===== config.mk =====
export PLATFORM = sky130hd
export DESIGN_NAME = tm1638_digit_scanner
export DESIGN_NICKNAME = d
export VERILOG_FILES = /design/src/rtl/tm1638_pkg.sv /design/src/rtl/tm1638_seg_buffer.sv /design/src/rtl/tm1638_digit_scanner.sv
export SDC_FILE = /design/constraint.sdc
export NUM_CORES = 1
export LEC_CHECK = 0
export CAP_MARGIN = 25
export CORE_MARGIN = 2
export CORE_UTILIZATION = 50
export DETAILED_ROUTE_END_ITERATION = 10
export GPL_ROUTABILITY_DRIVEN = 0
export HOLD_SLACK_MARGIN = 0.15
export MAX_ROUTING_LAYER = met4
export PLACE_DENSITY = 0.72
export SETUP_SLACK_MARGIN = 0.05
export SYNTH_ARGS = -nofsm -noshare
export SYNTH_HDL_FRONTEND = slang
export SYNTH_HIERARCHICAL = 1
export SYNTH_SLANG_ARGS = --single-unit

===== constraint.sdc =====
create_clock -name clk -period 3.45 [get_ports clk]
set_clock_uncertainty 0.2 [all_clocks]
set_input_delay 0.5175 -clock clk [delete_from_list [all_inputs] [get_ports clk]]
set_output_delay 0.5175 -clock clk [all_outputs]
set_load 0.02 [all_outputs]

===== src/rtl/tm1638_pkg.sv =====
// Shared types and segment constants for the tm1638 display path.
// Producers use SEG_DIGIT to map a hex nibble onto hgfedcba.
package tm1638_pkg;

    typedef enum logic {
        BLANK = 1'b0,
        DRIVE = 1'b1
    } scan_state_t;

    localparam int W_SEG = 8;

    localparam logic [W_SEG-1:0] SEG_BLANK = '0;

    localparam logic [W_SEG-1:0] SEG_DIGIT [0:15] = '{
        8'h3F, 8'h06, 8'h5B, 8'h4F,
        8'h66, 8'h6D, 8'h7D, 8'h07,
        8'h7F, 8'h6F, 8'h77, 8'h7C,
        8'h39, 8'h5E, 8'h79, 8'h71
    };

endpackage


===== src/rtl/tm1638_seg_buffer.sv =====
// Double-buffered segment store: producer writes shadow, swap copies
// every digit of shadow into active in a single edge.
module tm1638_seg_buffer
    import tm1638_pkg::*;
#(
    parameter int w_digit = 8,
    parameter int w_seg   = W_SEG,
    parameter int w_idx   = $clog2(w_digit)
) (
    input  logic             clk,
    input  logic             rst,
    input  logic             wr_en,
    input  logic [w_idx-1:0] wr_idx,
    input  logic [w_seg-1:0] wr_seg,
    input  logic             swap,
    input  logic [w_idx-1:0] rd_idx,
    output logic [w_seg-1:0] rd_seg
);

    logic [w_seg-1:0] shadow [w_digit];
    logic [w_seg-1:0] active [w_digit];

    // Out-of-range write indices match no entry and are dropped.
    always_ff @(posedge clk) begin
        if (rst) begin
            for (int i = 0; i < w_digit; i++) begin
                shadow[i] <= '0;
                active[i] <= '0;
            end
        end else begin
            for (int i = 0; i < w_digit; i++) begin
                if (wr_en && (wr_idx == w_idx'(i))) begin
                    shadow[i] <= wr_seg;
                end
                if (swap) begin
                    active[i] <= shadow[i];
                end
            end
        end
    end

    // Forward the incoming copy so a digit loaded on the swap edge
    // already sees the new frame's data.
    always_comb begin
        rd_seg = active[rd_idx];
        if (swap) begin
            rd_seg = shadow[rd_idx];
        end
    end

endmodule


===== src/rtl/tm1638_digit_scanner.sv =====
// Time-multiplexed digit scanner for the tm1638 strobe bus with
// blank gaps between digits and frame-aligned buffer commits.
module tm1638_digit_scanner
    import tm1638_pkg::*;
#(
    parameter int w_digit      = 8,
    parameter int w_seg        = W_SEG,
    parameter int dwell_cycles = 1000,
    parameter int blank_cycles = 16
) (
    input  logic                       clk,
    input  logic                       rst,
    input  logic                       wr_en,
    input  logic [$clog2(w_digit)-1:0] wr_idx,
    input  logic [w_seg-1:0]           wr_seg,
    input  logic                       commit,
    output logic                       commit_pend,
    output logic                       frame_start,
    output logic [w_seg-1:0]           hgfedcba,
    output logic [w_digit-1:0]         digit
);

    localparam int w_idx = $clog2(w_digit);
    localparam int max_c = (dwell_cycles > blank_cycles) ?
                           dwell_cycles : blank_cycles;
    localparam int w_tmr = $clog2(max_c + 1);

    localparam logic [w_tmr-1:0] DWELL_END = w_tmr'(dwell_cycles);
    localparam logic [w_tmr-1:0] BLANK_END = w_tmr'(blank_cycles);
    localparam logic [w_tmr-1:0] TMR_FIRST = w_tmr'(1);
    localparam logic [w_idx-1:0] IDX_LAST  = w_idx'(w_digit - 1);

    scan_state_t      state;
    scan_state_t      state_n;
    logic [w_idx-1:0] idx;
    logic [w_idx-1:0] idx_n;
    logic [w_tmr-1:0] timer;
    logic [w_tmr-1:0] timer_n;
    logic             boundary_n;
    logic             swap;
    logic [w_seg-1:0] rd_seg;

    // timer holds the 1-based cycle count within the current state;
    // 0 only in the reset state so the first post-reset cycle is
    // the first blank cycle of frame 0.
    always_comb begin
        state_n = state;
        idx_n   = idx;
        timer_n = timer + TMR_FIRST;
        unique case (state)
            BLANK: begin
                if (timer == BLANK_END) begin
                    state_n = DRIVE;
                    timer_n = TMR_FIRST;
                end
            end
            DRIVE: begin
                if (timer == DWELL_END) begin
                    state_n = BLANK;
                    timer_n = TMR_FIRST;
                    idx_n   = (idx == IDX_LAST) ? '0 : idx + 1'b1;
                end
            end
            default: begin
                state_n = BLANK;
                timer_n = TMR_FIRST;
                idx_n   = '0;
            end
        endcase
        boundary_n = (state_n == BLANK) && (timer_n == TMR_FIRST) &&
                     (idx_n == '0);
    end

    // frame_start marks the boundary cycle, so the copy happens on
    // the edge leaving it and excludes same-cycle writes and commits.
    assign swap = frame_start & commit_pend;

    always_ff @(posedge clk) begin
        if (rst) begin
            state       <= BLANK;
            idx         <= '0;
            timer       <= '0;
            frame_start <= 1'b0;
            commit_pend <= 1'b0;
            hgfedcba    <= '0;
            digit       <= '0;
        end else begin
            state       <= state_n;
            idx         <= idx_n;
            timer       <= timer_n;
            frame_start <= boundary_n;
            commit_pend <= commit | (commit_pend & ~frame_start);
            if (state_n == DRIVE) begin
                hgfedcba <= rd_seg;
                digit    <= w_digit'(1) << idx_n;
            end else begin
                hgfedcba <= SEG_BLANK;
                digit    <= '0;
            end
        end
    end

    tm1638_seg_buffer #(
        .w_digit (w_digit),
        .w_seg   (w_seg),
        .w_idx   (w_idx)
    ) u_buf (
        .clk    (clk),
        .rst    (rst),
        .wr_en  (wr_en),
        .wr_idx (wr_idx),
        .wr_seg (wr_seg),
        .swap   (swap),
        .rd_idx (idx_n),
        .rd_seg (rd_seg)
    );

endmodule

==> results.py <==
metrics = {
    "yosys": {
        "async_reset_ff_share_pct": 0,
        "syn-cell-area_mm2": 0.00708,
        "synth_top_area_cell": "edfxtp_1",
        "synth_flop_cell": "edfxtp_1",
        "netlist.area_leader.share_pct": 54.3,
        "ys_seq_elements": 160,
        "synth_edf_count": 128,
        "synth_cells": 497,
        "syn_nets": 516,
        "yosysWarnings": 6,
        "ys_seq_area_share_pct": 63.3,
        "syn_area_per_cell_um2": 14.2,
        "synthTopCellsByArea": "edfxtp_1 (54%), dfxtp_1 (9.0%), mux4_2 (5.7%)",
        "synthDistinctLibCells": 49,
    },
    "cts": {
        "cts_max_level": 4,
        "cts_root_buffer": "clkbuf_16",
        "clk-insertion-delay-late_ns": 0.43,
        "ctsResizeCount": 0,
        "cts_made_buffers": 17,
        "cts_sinks": 160,
        "ctsLongestPathBuffers": 2,
        "ctsHoldBuffers": 0,
        "cts_setup_buffers": 0,
        "path_clk_slew_ns": 0.06,
        "tritoncts": "built",
    },
    "pwr": {
        "p_leak_nw": 3.01,
        "ir_drop_uv": 357,
        "power.density_mw_per_mm2": 559,
    },
    "worst_setup_path": {
        "crit_path_end_kind": "flip-flop",
        "r2r_cells": 11,
        "start_kind": "flip-flop",
        "critical_path_class": "flip-flop to flip-flop",
        "crit_arrival_ns": 3.11,
        "required_ns": 3.56,
        "rr_endpoint": "hgfedcba[2]$_SDFF_PP0_",
        "critPathMaxFanout": 32,
        "r2r_setup_slack_ns": 0.45,
        "timing.rr.start": "timer[0]$_SDFF_PP0_",
    },
    "detailed_routing": {
        "vias": 4131,
        "firstDrtPassIters": 4,
        "totalWireLength_um": 13500,
        "drtIter0Drc": 405,
        "viasPerCell": 5.71,
        "wl_per_cell_um": 18.7,
        "drc": 0,
        "drt.antenna.violating_nets": 0,
    },
    "min_path": {
        "holdPathEnd": "commit_pend$_SDFF_PP0_",
        "hold-path-cell-count": 2,
        "hp-class": "flip-flop to flip-flop",
        "min_from": "commit_pend$_SDFF_PP0_",
    },
    "cells_and_area": {
        "layout-drive-gt1-share_pct": 13.6,
        "antenna_cells": 0,
        "multiInputGateArea_mm2": 0.00238,
        "fill_cells": 1066,
        "area_growth_pct": 16.9,
        "fin_nets": 551,
        "seqCellArea_mm2": 0.00448,
    },
    "run": {
        "cap_violations": 0,
    },
    "floorplanning": {
        "die_w_um": 123,
        "dieHeight_um": 123,
        "ios": 33,
        "start_util_pct": 51.0,
        "dieArea_mm2": 0.0151,
        "rows": 43,
        "coreArea_mm2": 0.0139,
    },
    "global_routing": {
        "grt_max_degree": 65,
        "grt_first_pass_wirelength_um": 21700,
        "grt_pass1_vias": 4060,
        "overflow": 0,
        "grt_use_total_pct": 20.2,
        "antenna_found_initial": 0,
    },
    "timing": {
        "setup_viol": 0,
        "layout_min_cycle_time_ns": 3.00,
        "max_freq_mhz": 333,
        "rsz0062_at_grt": "no",
        "timing.hold.ws_ns": 0.304,
        "hold_viol_final": 0,
        "tightest_slew_ns": 0.709,
        "maxSlewViolCount": 0,
        "fin_tns_setup_ns": 0,
        "relSlewSlack_pct": 52.6,
        "postLayoutSetupSlackWorst_ns": 0.447,
        "finalCritPeriodShare_pct": 87.0,
    },
    "placement": {
        "numPortBuffers": 32,
        "dp_slack_ns": 0.483,
        "hpwl_um": 8960,
    },
    "outcome": {
        "status": "complete, no violations",
    },
}
[worst max-delay path by stage]
stage / startpoint / endpoint / cells past startpoint
floorplan: timer[0]$_SDFF_PP0_ / hgfedcba[2]$_SDFF_PP0_ / 11
global placement: timer[0]$_SDFF_PP0_ / hgfedcba[4]$_SDFF_PP0_ / 11
detailed placement: timer[0]$_SDFF_PP0_ / hgfedcba[2]$_SDFF_PP0_ / 11
CTS: timer[0]$_SDFF_PP0_ / hgfedcba[2]$_SDFF_PP0_ / 11
global route: timer[0]$_SDFF_PP0_ / hgfedcba[2]$_SDFF_PP0_ / 11
finish: timer[0]$_SDFF_PP0_ / hgfedcba[2]$_SDFF_PP0_ / 11
[Yosys cell counts (all sizes together), types with 2 or more instances]
cell and count:
nand3 7, or2 2, edfxtp 128, xnor2 4, nor3b 4, nand2 13, nor4 2, a2111oi 2
nor3 5, mux2i 2, ha 4, and3 5, dfxtp 32, inv 18, or3 3, clkbuf 12
clkdlybuf4s25 3, a41o 2, nor2 67, o31ai 2, xor2 4, nand2b 15, buf 12, and2 58
o32ai 2, nand4 3, a21oi 3, nor2b 23, a22oi 16, mux4 32, a32oi 2
[state kept, by name, summed over array words and instances (netlist names)]
signal,flops
commit_pend,1
digit,8
frame_start,1
hgfedcba,8
idx,3
state,1
timer,10
u_buf/active,64
u_buf/shadow,64
[cell families (layout without fill, tap and decap cells)]
kind of cell,after synthesis,count (layout),share of synthesized area (%)
simple gates,214,214,16.8
xor+xnor,8,8,0.989
compound gates,31,31,3.43
mux,35,35,11.4
flops,160,160,63.3
fa+ha+maj,4,4,0.707
buf+inv,45,92,3.36
[routing by layer]
layer / global-route usage, % / wire, µm / up-vias
li1: - / - / 1899
met1: 26.3 / 5850 / 2075
met2: 31.5 / 6700 / 142
met3: 4.06 / 804 / 15
met4: 8.03 / 184 / 0
met5: - / 0 / -
[metrics by stage]
step | utilization [%] | area [µm²] | instances | total power [W]
floorplan | - | 7080 | 497 | 0.00241
global placement | 54.7 | 7590 | 693 | 0.00249
detailed placement | 54.7 | 7590 | 693 | 0.00250
CTS | 59.7 | 8280 | 724 | 0.00466
global route | 59.7 | 8280 | 724 | 0.00477
finish | 59.7 | 8280 | 724 | 0.00463
[placed cells by master (no fill, tap or decap), types with 2 or more instances in the layout]
master | synthesis | routed
edfxtp_1 | 128 | 128
nor2_1 | 67 | 67
and2_1 | 58 | 58
dfxtp_1 | 32 | 32
clkdlybuf4s50_1 | 0 | 32
nor2b_1 | 23 | 22
mux4_2 | 18 | 18
inv_1 | 17 | 17
clkbuf_16 | 0 | 17
a22oi_1 | 16 | 16
nand2b_1 | 15 | 15
mux4_1 | 14 | 14
nand2_1 | 13 | 12
buf_4 | 4 | 8
bufinv_16 | 0 | 7
nand3_1 | 6 | 6
and3_1 | 5 | 5
nor3_1 | 4 | 4
xnor2_1 | 4 | 4
xor2_1 | 4 | 4
ha_1 | 4 | 4
or3_1 | 3 | 3
a21oi_1 | 3 | 3
nand4_1 | 3 | 3
buf_12 | 0 | 3
o31ai_1 | 2 | 2
nor4_1 | 2 | 2
a32oi_1 | 2 | 2
or2_2 | 2 | 2
o32ai_1 | 2 | 2
nor3b_2 | 2 | 2
nor3b_1 | 2 | 2
clkinv_2 | 0 | 2
clkinvlp_4 | 0 | 2
inv_6 | 0 | 2
a41o_1 | 2 | 2
[report_power, final]
part | internal, W | switching (W)
logic | 0.0000951 | 0.000123
registers | 0.00220 | 0.0000418
clock network | 0.00143 | 0.000736
[cell type report]
type / instances / share of cell area (%)
sequential: 160 / 54.2
multi-input combinational: 292 / 28.7
timing repair buffer: 43 / 5.32
clock buffer: 17 / 5.14
clock inverter: 14 / 3.16
tap: 180 / 2.72
inverter: 18 / 0.816
[critical path, stage by stage, from the launching register on]
cell and delay, ns:
dfxtp_1 0.35, inv_1 0.07, ha_1 0.16, nand3b_1 0.15
nor3_2 0.33, nand2_1 0.15, nand2_2 0.13, buf_12 0.25
mux4_1 0.60, a22oi_1 0.23, nand2_1 0.10, and2_1 0.15
Note: power is estimated with default switching activity, not from simulation.
